[src/rtl/ex_stage.sv]
`default_nettype none
// ============================================================================
// Module      : ex_stage
// Description : Execute stage of a 5-stage RISC-V pipeline. Performs
//               single-cycle ALU operations and a multi-cycle shift-add
//               multiply. The result is held in an EX/MEM output register.
//               A stall is raised toward the hazard logic while a multiply
//               is in flight.
// Ports       : clk, reset          - clock, synchronous active-high reset
//               valid_in, flush_in  - live instruction / kill in-flight op
//               data_1_in/data_2_in - rs1 / rs2 values
//               imm_in, ALU_src_in  - immediate and operand-B select
//               ALU_ctrl_in, Rd_in  - operation select, destination reg
//               result_out, data_2_out, Rd_out, valid_out, reg_write_out
//                                   - registered EX/MEM outputs
//               stall_out           - combinational hold request upstream
// Revision    : 1.0 - initial release
// ============================================================================
module ex_stage #(
    parameter int XLEN       = 32,
    parameter int MUL_CYCLES = 32
) (
    input  logic            clk,
    input  logic            reset,
    input  logic            valid_in,
    input  logic            flush_in,
    input  logic [XLEN-1:0] data_1_in,
    input  logic [XLEN-1:0] data_2_in,
    input  logic [4:0]      Rd_in,
    input  logic [3:0]      ALU_ctrl_in,
    input  logic            ALU_src_in,
    input  logic [XLEN-1:0] imm_in,
    output logic [XLEN-1:0] result_out,
    output logic [XLEN-1:0] data_2_out,
    output logic [4:0]      Rd_out,
    output logic            valid_out,
    output logic            reg_write_out,
    output logic            stall_out
);

    localparam int CNT_W = $clog2(MUL_CYCLES);

    localparam logic [0:0] c_IDLE = 1'b0;
    localparam logic [0:0] c_BUSY = 1'b1;

    localparam logic [CNT_W-1:0] c_CNT_LAST = CNT_W'(MUL_CYCLES - 1);

    localparam logic [3:0] c_OP_ADD  = 4'b0000;
    localparam logic [3:0] c_OP_SUB  = 4'b0001;
    localparam logic [3:0] c_OP_AND  = 4'b0010;
    localparam logic [3:0] c_OP_OR   = 4'b0011;
    localparam logic [3:0] c_OP_XOR  = 4'b0100;
    localparam logic [3:0] c_OP_SLL  = 4'b0101;
    localparam logic [3:0] c_OP_SRL  = 4'b0110;
    localparam logic [3:0] c_OP_SRA  = 4'b0111;
    localparam logic [3:0] c_OP_SLT  = 4'b1000;
    localparam logic [3:0] c_OP_SLTU = 4'b1001;
    localparam logic [3:0] c_OP_MUL  = 4'b1010;

    logic [0:0]       r_state;
    logic [CNT_W-1:0] r_cnt;
    logic [XLEN-1:0]  r_mcand;
    logic [XLEN-1:0]  r_mplier;
    logic [XLEN-1:0]  r_acc;
    logic [XLEN-1:0]  r_d2_lat;
    logic [4:0]       r_rd_lat;
    logic [XLEN-1:0]  r_result;
    logic [XLEN-1:0]  r_data_2;
    logic [4:0]       r_rd;
    logic             r_valid;

    logic [XLEN-1:0]  w_b;
    logic [4:0]       w_shamt;
    logic [XLEN-1:0]  w_alu;
    logic [XLEN-1:0]  w_acc_next;
    logic             w_is_mul;
    logic             w_cnt_last;

    assign w_b        = ALU_src_in ? imm_in : data_2_in;
    assign w_shamt    = w_b[4:0];
    assign w_is_mul   = (ALU_ctrl_in == c_OP_MUL);
    assign w_cnt_last = (r_cnt == c_CNT_LAST);

    // One shift-add iteration: add the multiplicand when the current
    // multiplier LSB is set. The last iteration's sum is the final product.
    assign w_acc_next = r_mplier[0] ? (r_acc + r_mcand) : r_acc;

    always_comb begin
        w_alu = '0;
        case (ALU_ctrl_in)
            c_OP_ADD:  w_alu = data_1_in + w_b;
            c_OP_SUB:  w_alu = data_1_in - w_b;
            c_OP_AND:  w_alu = data_1_in & w_b;
            c_OP_OR:   w_alu = data_1_in | w_b;
            c_OP_XOR:  w_alu = data_1_in ^ w_b;
            c_OP_SLL:  w_alu = data_1_in << w_shamt;
            c_OP_SRL:  w_alu = data_1_in >> w_shamt;
            c_OP_SRA:  w_alu = $unsigned($signed(data_1_in) >>> w_shamt);
            c_OP_SLT:  w_alu = {{(XLEN-1){1'b0}}, ($signed(data_1_in) < $signed(w_b))};
            c_OP_SLTU: w_alu = {{(XLEN-1){1'b0}}, (data_1_in < w_b)};
            default:   w_alu = '0;  // MUL handled by the iterative path; reserved codes give 0
        endcase
    end

    // Flush overrides everything so the hazard unit never waits on a killed
    // multiply. In BUSY the stall releases during the final iteration so that
    // ID/EX advances on the same edge the product is written.
    always_comb begin
        stall_out = 1'b0;
        if (!flush_in) begin
            if (r_state == c_IDLE) begin
                stall_out = valid_in && w_is_mul;
            end else begin
                stall_out = !w_cnt_last;
            end
        end
    end

    always_ff @(posedge clk) begin
        if (reset) begin
            r_state  <= c_IDLE;
            r_cnt    <= '0;
            r_mcand  <= '0;
            r_mplier <= '0;
            r_acc    <= '0;
            r_d2_lat <= '0;
            r_rd_lat <= '0;
            r_result <= '0;
            r_data_2 <= '0;
            r_rd     <= '0;
            r_valid  <= 1'b0;
        end else if (flush_in) begin
            r_state <= c_IDLE;
            r_cnt   <= '0;
            r_valid <= 1'b0;
        end else if (r_state == c_IDLE) begin
            if (valid_in) begin
                if (w_is_mul) begin
                    r_mcand  <= data_1_in;
                    r_mplier <= w_b;
                    r_acc    <= '0;
                    r_cnt    <= '0;
                    r_d2_lat <= data_2_in;
                    r_rd_lat <= Rd_in;
                    r_valid  <= 1'b0;
                    r_state  <= c_BUSY;
                end else begin
                    r_result <= w_alu;
                    r_data_2 <= data_2_in;
                    r_rd     <= Rd_in;
                    r_valid  <= 1'b1;
                end
            end else begin
                r_valid <= 1'b0;
            end
        end else begin
            r_acc    <= w_acc_next;
            r_mcand  <= r_mcand << 1;
            r_mplier <= r_mplier >> 1;
            if (w_cnt_last) begin
                // Return to IDLE without looking at the inputs: the MUL still
                // shown upstream this cycle is the one just completed.
                r_result <= w_acc_next;
                r_data_2 <= r_d2_lat;
                r_rd     <= r_rd_lat;
                r_valid  <= 1'b1;
                r_cnt    <= '0;
                r_state  <= c_IDLE;
            end else begin
                r_cnt   <= r_cnt + 1'b1;
                r_valid <= 1'b0;
            end
        end
    end

    assign result_out    = r_result;
    assign data_2_out    = r_data_2;
    assign Rd_out        = r_rd;
    assign valid_out     = r_valid;
    assign reg_write_out = r_valid && (r_rd != 5'd0);

endmodule
`default_nettype wire

[config.mk]
export PLATFORM = sky130hd
export DESIGN_NAME = ex_stage
export DESIGN_NICKNAME = d
export VERILOG_FILES = /design/src/rtl/ex_stage.sv
export SDC_FILE = /design/constraint.sdc
export NUM_CORES = 1
export LEC_CHECK = 0
export CAP_MARGIN = 40
export CORE_MARGIN = 4
export CORE_UTILIZATION = 40
export DETAILED_ROUTE_END_ITERATION = 8
export PLACE_DENSITY = 0.56
export SLEW_MARGIN = 25
export SYNTH_ARGS = -nofsm -noshare
export SYNTH_HDL_FRONTEND = slang
export SYNTH_SLANG_ARGS = --single-unit
[constraint.sdc]
create_clock -name clk -period 11.95 [get_ports clk]
set_input_delay 2.9875 -clock clk [delete_from_list [all_inputs] [get_ports clk]]
set_output_delay 2.9875 -clock clk [all_outputs]
set_load 0.05 [all_outputs]
==> metrics.yaml, run 1 <==
run_status:
  status: "completed"
clocking:
  postCtsSetupRepairBufs: 0
  htree_levels: 1
  numCtsBuffers: 26
  cts_resized: 0
  ctsLongestPathBuffers: 3
  cts_hold_buf: 0
  clk_pin_slew_ns: 0.06
  clock_latency_ns: 0.55
  cts_tree: "built"
  cts_sinks: 209
  cts-root-buf: "clkbuf_16"
sta:
  max_freq_mhz: 107.0
  tns_ns: 0
  rsz0062_at_grt: "no"
  min_period_over_period_pct: 78.20
  hold_viol: 0
  whs_ns: 0.4499
  worst_pin_slew_ns: 0.9701
  slew_viol_final: 0
  clock_skew_ns: 0.01734
  slew_headroom_pct: 34.64
  finalSetupViolCount: 0
  period_needed_ns: 9.344
die:
  dieWidth_um: 228.7
  start_util_pct: 40.62
  rows: 80
  coreArea_um2: 47950
  num_io_pins: 182
  die_h_um: 228.7
  dieArea_um2: 52280
synthesis:
  synth_warnings: 0
  synth.distinct_cells: 80
  synth_common_cells: "nand2_1 (350), nor2_1 (257), a21oi_1 (254)"
  yosys.area.top_type: "dfxtp_1"
  seq_area_frac_synth_pct: 21.48
  synth_area_leaders: "dfxtp_1 (21%), mux2i_1 (12%), ha_1 (8.5%)"
  yosysMostFrequentCell: "nand2_1"
  synthCells: 2653
  async_flop_share_pct: 0
  synth.ff_latch_count: 209
  synth_ff_type: "dfxtp_1"
  synth.top_cell.area_share_pct: 21.48
  syn_area_um2: 19470
  synth_edf_count: 0
  synth.avg_cell_area_um2: 7.341
  synthesis.nets: 2899
drt:
  vias_per_cell: 6.314
  final_antenna_net_count: 0
  drc_errors: 0
  routedWlPerCell_um: 26.04
  firstDrtPassIters: 8
  totalWireLength_um: 87630
  drt_iter0_drc: 2234
  via_count: 21250
placement:
  port_buffers: 181
  place_hpwl_um: 65800
  gp_congestion: 0.9742
  place_area_um2: 21890
critical_path:
  critPathRequiredTime_ns: 8.96
  crit_path_end_kind: "output pin"
  cp.arrival_ns: 6.36
  r2r-start: "r_acc[0]$_SDFFE_PP0P_"
  worstSetupPathType: "in2out"
  crit_start: "ALU_ctrl_in[3]"
  crit_fanout: 10
  regToRegSetupSlack_ns: 8.05
  start_kind: "input port"
final_layout:
  fin_area_um2: 22880
  layout-drive-gt1-share_pct: 6.000
  fill_cells: 4864
  regArea_um2: 4188
  multi_input_comb_area_um2: 14170
  antenna_cells: 0
  area_growth_pct: 17.48
  nets: 2976
pwr:
  p_leak_nw: 8.744
  ir_drop_mv: 0.09625
  powerDensity_nw_per_um2: 104.8
grt:
  grt_pass1_vias: 20090
  grt_pass1_wl_um: 129600
  grt_usage_pct: 31.67
  antenna_found_initial: 2
  grt-ovfl-total: 0
  grt_start_max_net_pins: 79
flow_run:
  maxCapViolCount: 0
min_path:
  hold_path.class: "reg2reg"
  min_from: "r_mplier[5]$_SDFFE_PP0P_"
-- worst paths after layout --
path | to | cells past startpoint
worst max-delay path | stall_out | 8
worst min-delay path | r_mplier[5]$_SDFFE_PP0P_ | 2
worst max register to register | result_out[30]$_SDFFE_PP0P_ | 12
worst min register to register | r_mplier[5]$_SDFFE_PP0P_ | 2
-- kinds of logic (layout without fill, tap and decap cells) --
| family | count (synthesis) | in the layout | synth area share [%] |
|---|---|---|---|
| flip-flops | 209 | 209 | 21.48 |
| multiplexers | 264 | 264 | 14.22 |
| adder cells (fa/ha/maj) | 136 | 136 | 8.853 |
| AO/OA/AOI/OAI | 848 | 848 | 28.68 |
| AND/OR/NAND/NOR | 848 | 848 | 19.04 |
| XOR/XNOR | 34 | 34 | 1.529 |
| buffers and inverters | 314 | 411 | 6.200 |
-- metal layers --
metal	vias up	share of wire [%]	GRT usage [%]	wire length [µm]
li1	9859	-	-	-
met1	10250	43	42.81	37300
met2	959	45	50.68	39630
met3	178	7.9	5.533	6936
met4	4	4.3	11.67	3737
met5	-	0.030	0	26
-- stage by stage --
stage / worst slack (ns) / utilization, % / power (mW) / cells
4_1_cts: 2.691 / 47.54 / 2.393 / 3360
2_1_floorplan: 3.824 / - / 1.239 / 2653
5_1_grt: 2.503 / 47.72 / 2.492 / 3365
3_3_place_gp: 2.749 / 45.42 / 1.544 / 3306
3_5_place_dp: 2.707 / 45.65 / 1.547 / 3312
6_report: 2.606 / 47.72 / 2.398 / 3365
-- registers in the layout (all words and copies together), names as in the netlist --
| register | cells |
|---|---|
| r_cnt | 5 |
| r_rd_lat | 5 |
| Rd_out | 5 |
| r_d2_lat | 32 |
| r_mplier | 32 |
| valid_out | 1 |
| result_out | 32 |
| data_2_out | 32 |
| r_acc | 32 |
| r_mcand | 32 |
| r_state | 1 |
-- cells in the final DEF (no fill, tap or decap), types with 109 or more instances in the layout --
master           instances
nor2_1                 255
ha_1                   133
nand2_1                350
a21oi_1                253
clkdlybuf4s50_1        179
a211oi_1               115
dfxtp_1                208
inv_1                  109
o21ai_0                138
mux2i_1                232
-- layout make-up --
cell class              count  share of cell area [%]
well taps                 615                   3.363
inverters                 116                   1.914
clock inverters            10                  0.5742
repair buffers            247                   10.52
flip-flops and latches    209                   18.30
clock buffers              38                   3.396
multi-input cells        2130                   61.93
-- report_power, final --
group          switching [mW]  internal, mW  total, mW
combinational           0.551         0.276      0.827
clock                   0.326         0.514      0.840
sequential             0.0137         0.717      0.731
total                   0.891          1.51       2.40
-- critical path, stage by stage --
cell	delay (ns)
clkdlybuf4s50_1	0.78
inv_1	0.14
nor4_1	0.60
buf_4	0.26
a21oi_1	0.18
or2_2	0.35
a21oi_1	0.21
clkdlybuf4s50_1	0.85
Note: power is estimated with default switching activity, not from simulation.
==> run 2: changes to the inputs <==
Clock period 11.95 ns to 9.1 ns, I/O delays scaled along.
==> metrics.yaml, run 2 (synthesis results as in run 1) <==
drt:
  final_antenna_net_count: 0  # unchanged
  routedWlPerCell_um: 25.86  # -0.70%
  wl_met3_um: 7587  # +9.4%
  wl_met1_um: 36240  # -2.8%
  via_count: 21380  # +0.61%
  firstDrtPassIters: 6  # -2
  wl_met2_um: 39140  # -1.2%
  drc_errors: 0  # unchanged
  totalWireLength_um: 86990  # -0.73%
  vias_per_cell: 6.355  # +0.64%
  drt_iter0_drc: 2402  # +7.5%
  top_layer_used: "met5"
final_layout:
  layout_common_cells: "nand2_1 (350), nor2_1 (256), a21oi_1 (253)"
  final_common_cell: "nand2_1"
  fill_cells: 4875  # +0.23%
  multi_input_comb_area_um2: 14170  # about the same
  layout-drive-gt1-share_pct: 5.829  # -0.17 points
  nets: 2972  # -0.13%
  final_util_pct: 47.62  # -0.099 points
  regArea_um2: 4188  # unchanged
  area_growth_pct: 17.24
grt:
  grt_pass1_wl_um: 129200  # -0.37%
  grt_start_max_net_pins: 100  # +27%
  grt_pass1_vias: 20000  # -0.45%
  antenna_found_initial: 5  # +3
  grt-ovfl-total: 0  # unchanged
  grt_usage_pct: 31.51  # -0.17 points
clocking:
  cts_sinks: 209  # unchanged
  numCtsBuffers: 27  # +3.8%
  clock_latency_ns: 0.57  # +0.02 ns
  clk_pin_slew_ns: 0.06  # about the same
  cts-root-buf: "clkbuf_16"
  cts_tree: "built"
  postCtsSetupRepairBufs: 0  # unchanged
  cts_resized: 0  # unchanged
  htree_levels: 1  # unchanged
  cts_hold_buf: 0  # unchanged
  ctsLongestPathBuffers: 3  # unchanged
critical_path:
  crit_fanout: 11  # +1
  critPathRequiredTime_ns: 6.83  # -2.13 ns
  regToRegSetupSlack_ns: 4.86  # -3.19 ns
  crit_path_end_kind: "output pin"
  reg2reg_depth: 10  # -2
  worstSetupPathType: "in2out"
  cp.arrival_ns: 5.53  # -0.83 ns
  start_kind: "input port"
placement:
  port_buffers: 181  # unchanged
  place_hpwl_um: 65500  # -0.46%
  gp_congestion: 1.033  # +6.0%
pwr:
  powerDensity_nw_per_um2: 139.1  # +33%
  pwr-share-comb_pct: 34.0  # -0.5 points
  p_seq_share_pct: 30.2  # -0.3 points
  sw_frac_of_total_pct: 37.02  # -0.13 points
  p_int_mw: 2.001  # +33%
  power.switching_mw: 1.176  # +32%
  ir_drop_mv: 0.1458  # +51%
  p_leak_nw: 8.714  # -0.34%
  pwr-share-clk_pct: 35.8  # +0.8 points
sta:
  max_freq_mhz: 128.2
  worst_pin_slew_ns: 0.9454  # -0.02473 ns
  slew_viol_final: 0  # unchanged
  tns_ns: 0  # unchanged
  clock_skew_ns: 0.02247  # +0.005122 ns
  finalSetupViolCount: 0  # unchanged
  slew_headroom_pct: 36.97  # +2.3 points
  min_period_over_period_pct: 85.74
  period_needed_ns: 7.802
  rsz0062_at_grt: "no"
  hold_viol: 0  # unchanged
die:
  dieArea_um2: 52280  # unchanged
  rows: 80  # unchanged
  dieWidth_um: 228.7  # unchanged
  start_util_pct: 40.62  # unchanged
  num_io_pins: 182  # unchanged
  coreArea_um2: 47950  # unchanged
  die_h_um: 228.7  # unchanged
run_status:
  status: "completed"
min_path:
  hold_path.class: "reg2reg"
  hold_depth: 2  # unchanged
flow_run:
  maxCapViolCount: 0  # unchanged
## run 2: cell count changes in the layout (fill, tap and decap cells not counted), sizes merged
| cell | previous run | this run |
|---|---|---|
| buf | 67 | 61 |
| clkdlybuf4s15 | 0 | 1 |
| inv | 111 | 112 |
| clkinv | 11 | 10 |
| diode | 0 | 4 |
## run 2: path summary, 6_finish.rpt
check                                  from                           to
setup / recovery             ALU_ctrl_in[1]                    stall_out
setup reg to reg         r_state$_SDFF_PP0_  result_out[29]$_SDFFE_PP0P_
hold reg to reg   r_mplier[16]$_SDFFE_PP0P_    r_mplier[16]$_SDFFE_PP0P_
hold / removal    r_mplier[16]$_SDFFE_PP0P_    r_mplier[16]$_SDFFE_PP0P_
## run 2: per-stage QoR
| step | hold slack (ns) | setup WS [ns] | power (mW) | std cells | instance area, µm² |
|---|---|---|---|---|---|
| final | 0.4501 | 1.298 | 3.176 | 3364 | 22830 |
| after global routing | 0.4684 | 1.149 | 3.306 | 3363 | 22830 |
| after CTS | 0.4528 | 1.327 | 3.167 | 3355 | 22760 |
| after detailed placement | 0.4442 | 1.333 | 2.022 | 3307 | 21810 |
| after global placement | 0.4387 | 0.9980 | 2.019 | 3296 | 21710 |
| after floorplan | 0.4321 | 2.399 | 1.626 | 2653 | 19470 |
## run 2: layer usage
metal	global-route usage [%]	vias to the layer above
met1	41.91	10280
met3	6.194	203
met5	0	-
met4	12.21	2
met2	50.44	1025
li1	-	9871
## run 2: worst max-delay path, cell delays in order
cell and delay, ns:
clkdlybuf4s50_1 0.70, inv_1 0.18, nor4_1 0.37, clkdlybuf4s15_2 0.31, buf_4 0.13, a21oi_1 0.16
or2_2 0.37, a21oi_1 0.17, clkdlybuf4s50_1 0.85
## run 2: power groups by stage
stage	combinational, mW	sequential, mW	clock (mW)
global route	1.14	0.963	1.20
finish	1.08	0.960	1.14
detailed placement	1.04	0.980	0
global placement	1.04	0.980	0
floorplan	0.581	1.05	0
CTS	1.05	0.960	1.16
## run 2: area by class of cell
type / instances / area share (%)
multi-input combinational: 2130 / 62.08
sequential: 209 / 18.34
timing repair buffer: 242 / 10.07
clock buffer: 38 / 3.535
tap: 615 / 3.370
inverter: 116 / 1.918
clock inverter: 10 / 0.6412
antenna: 4 / 0.04384
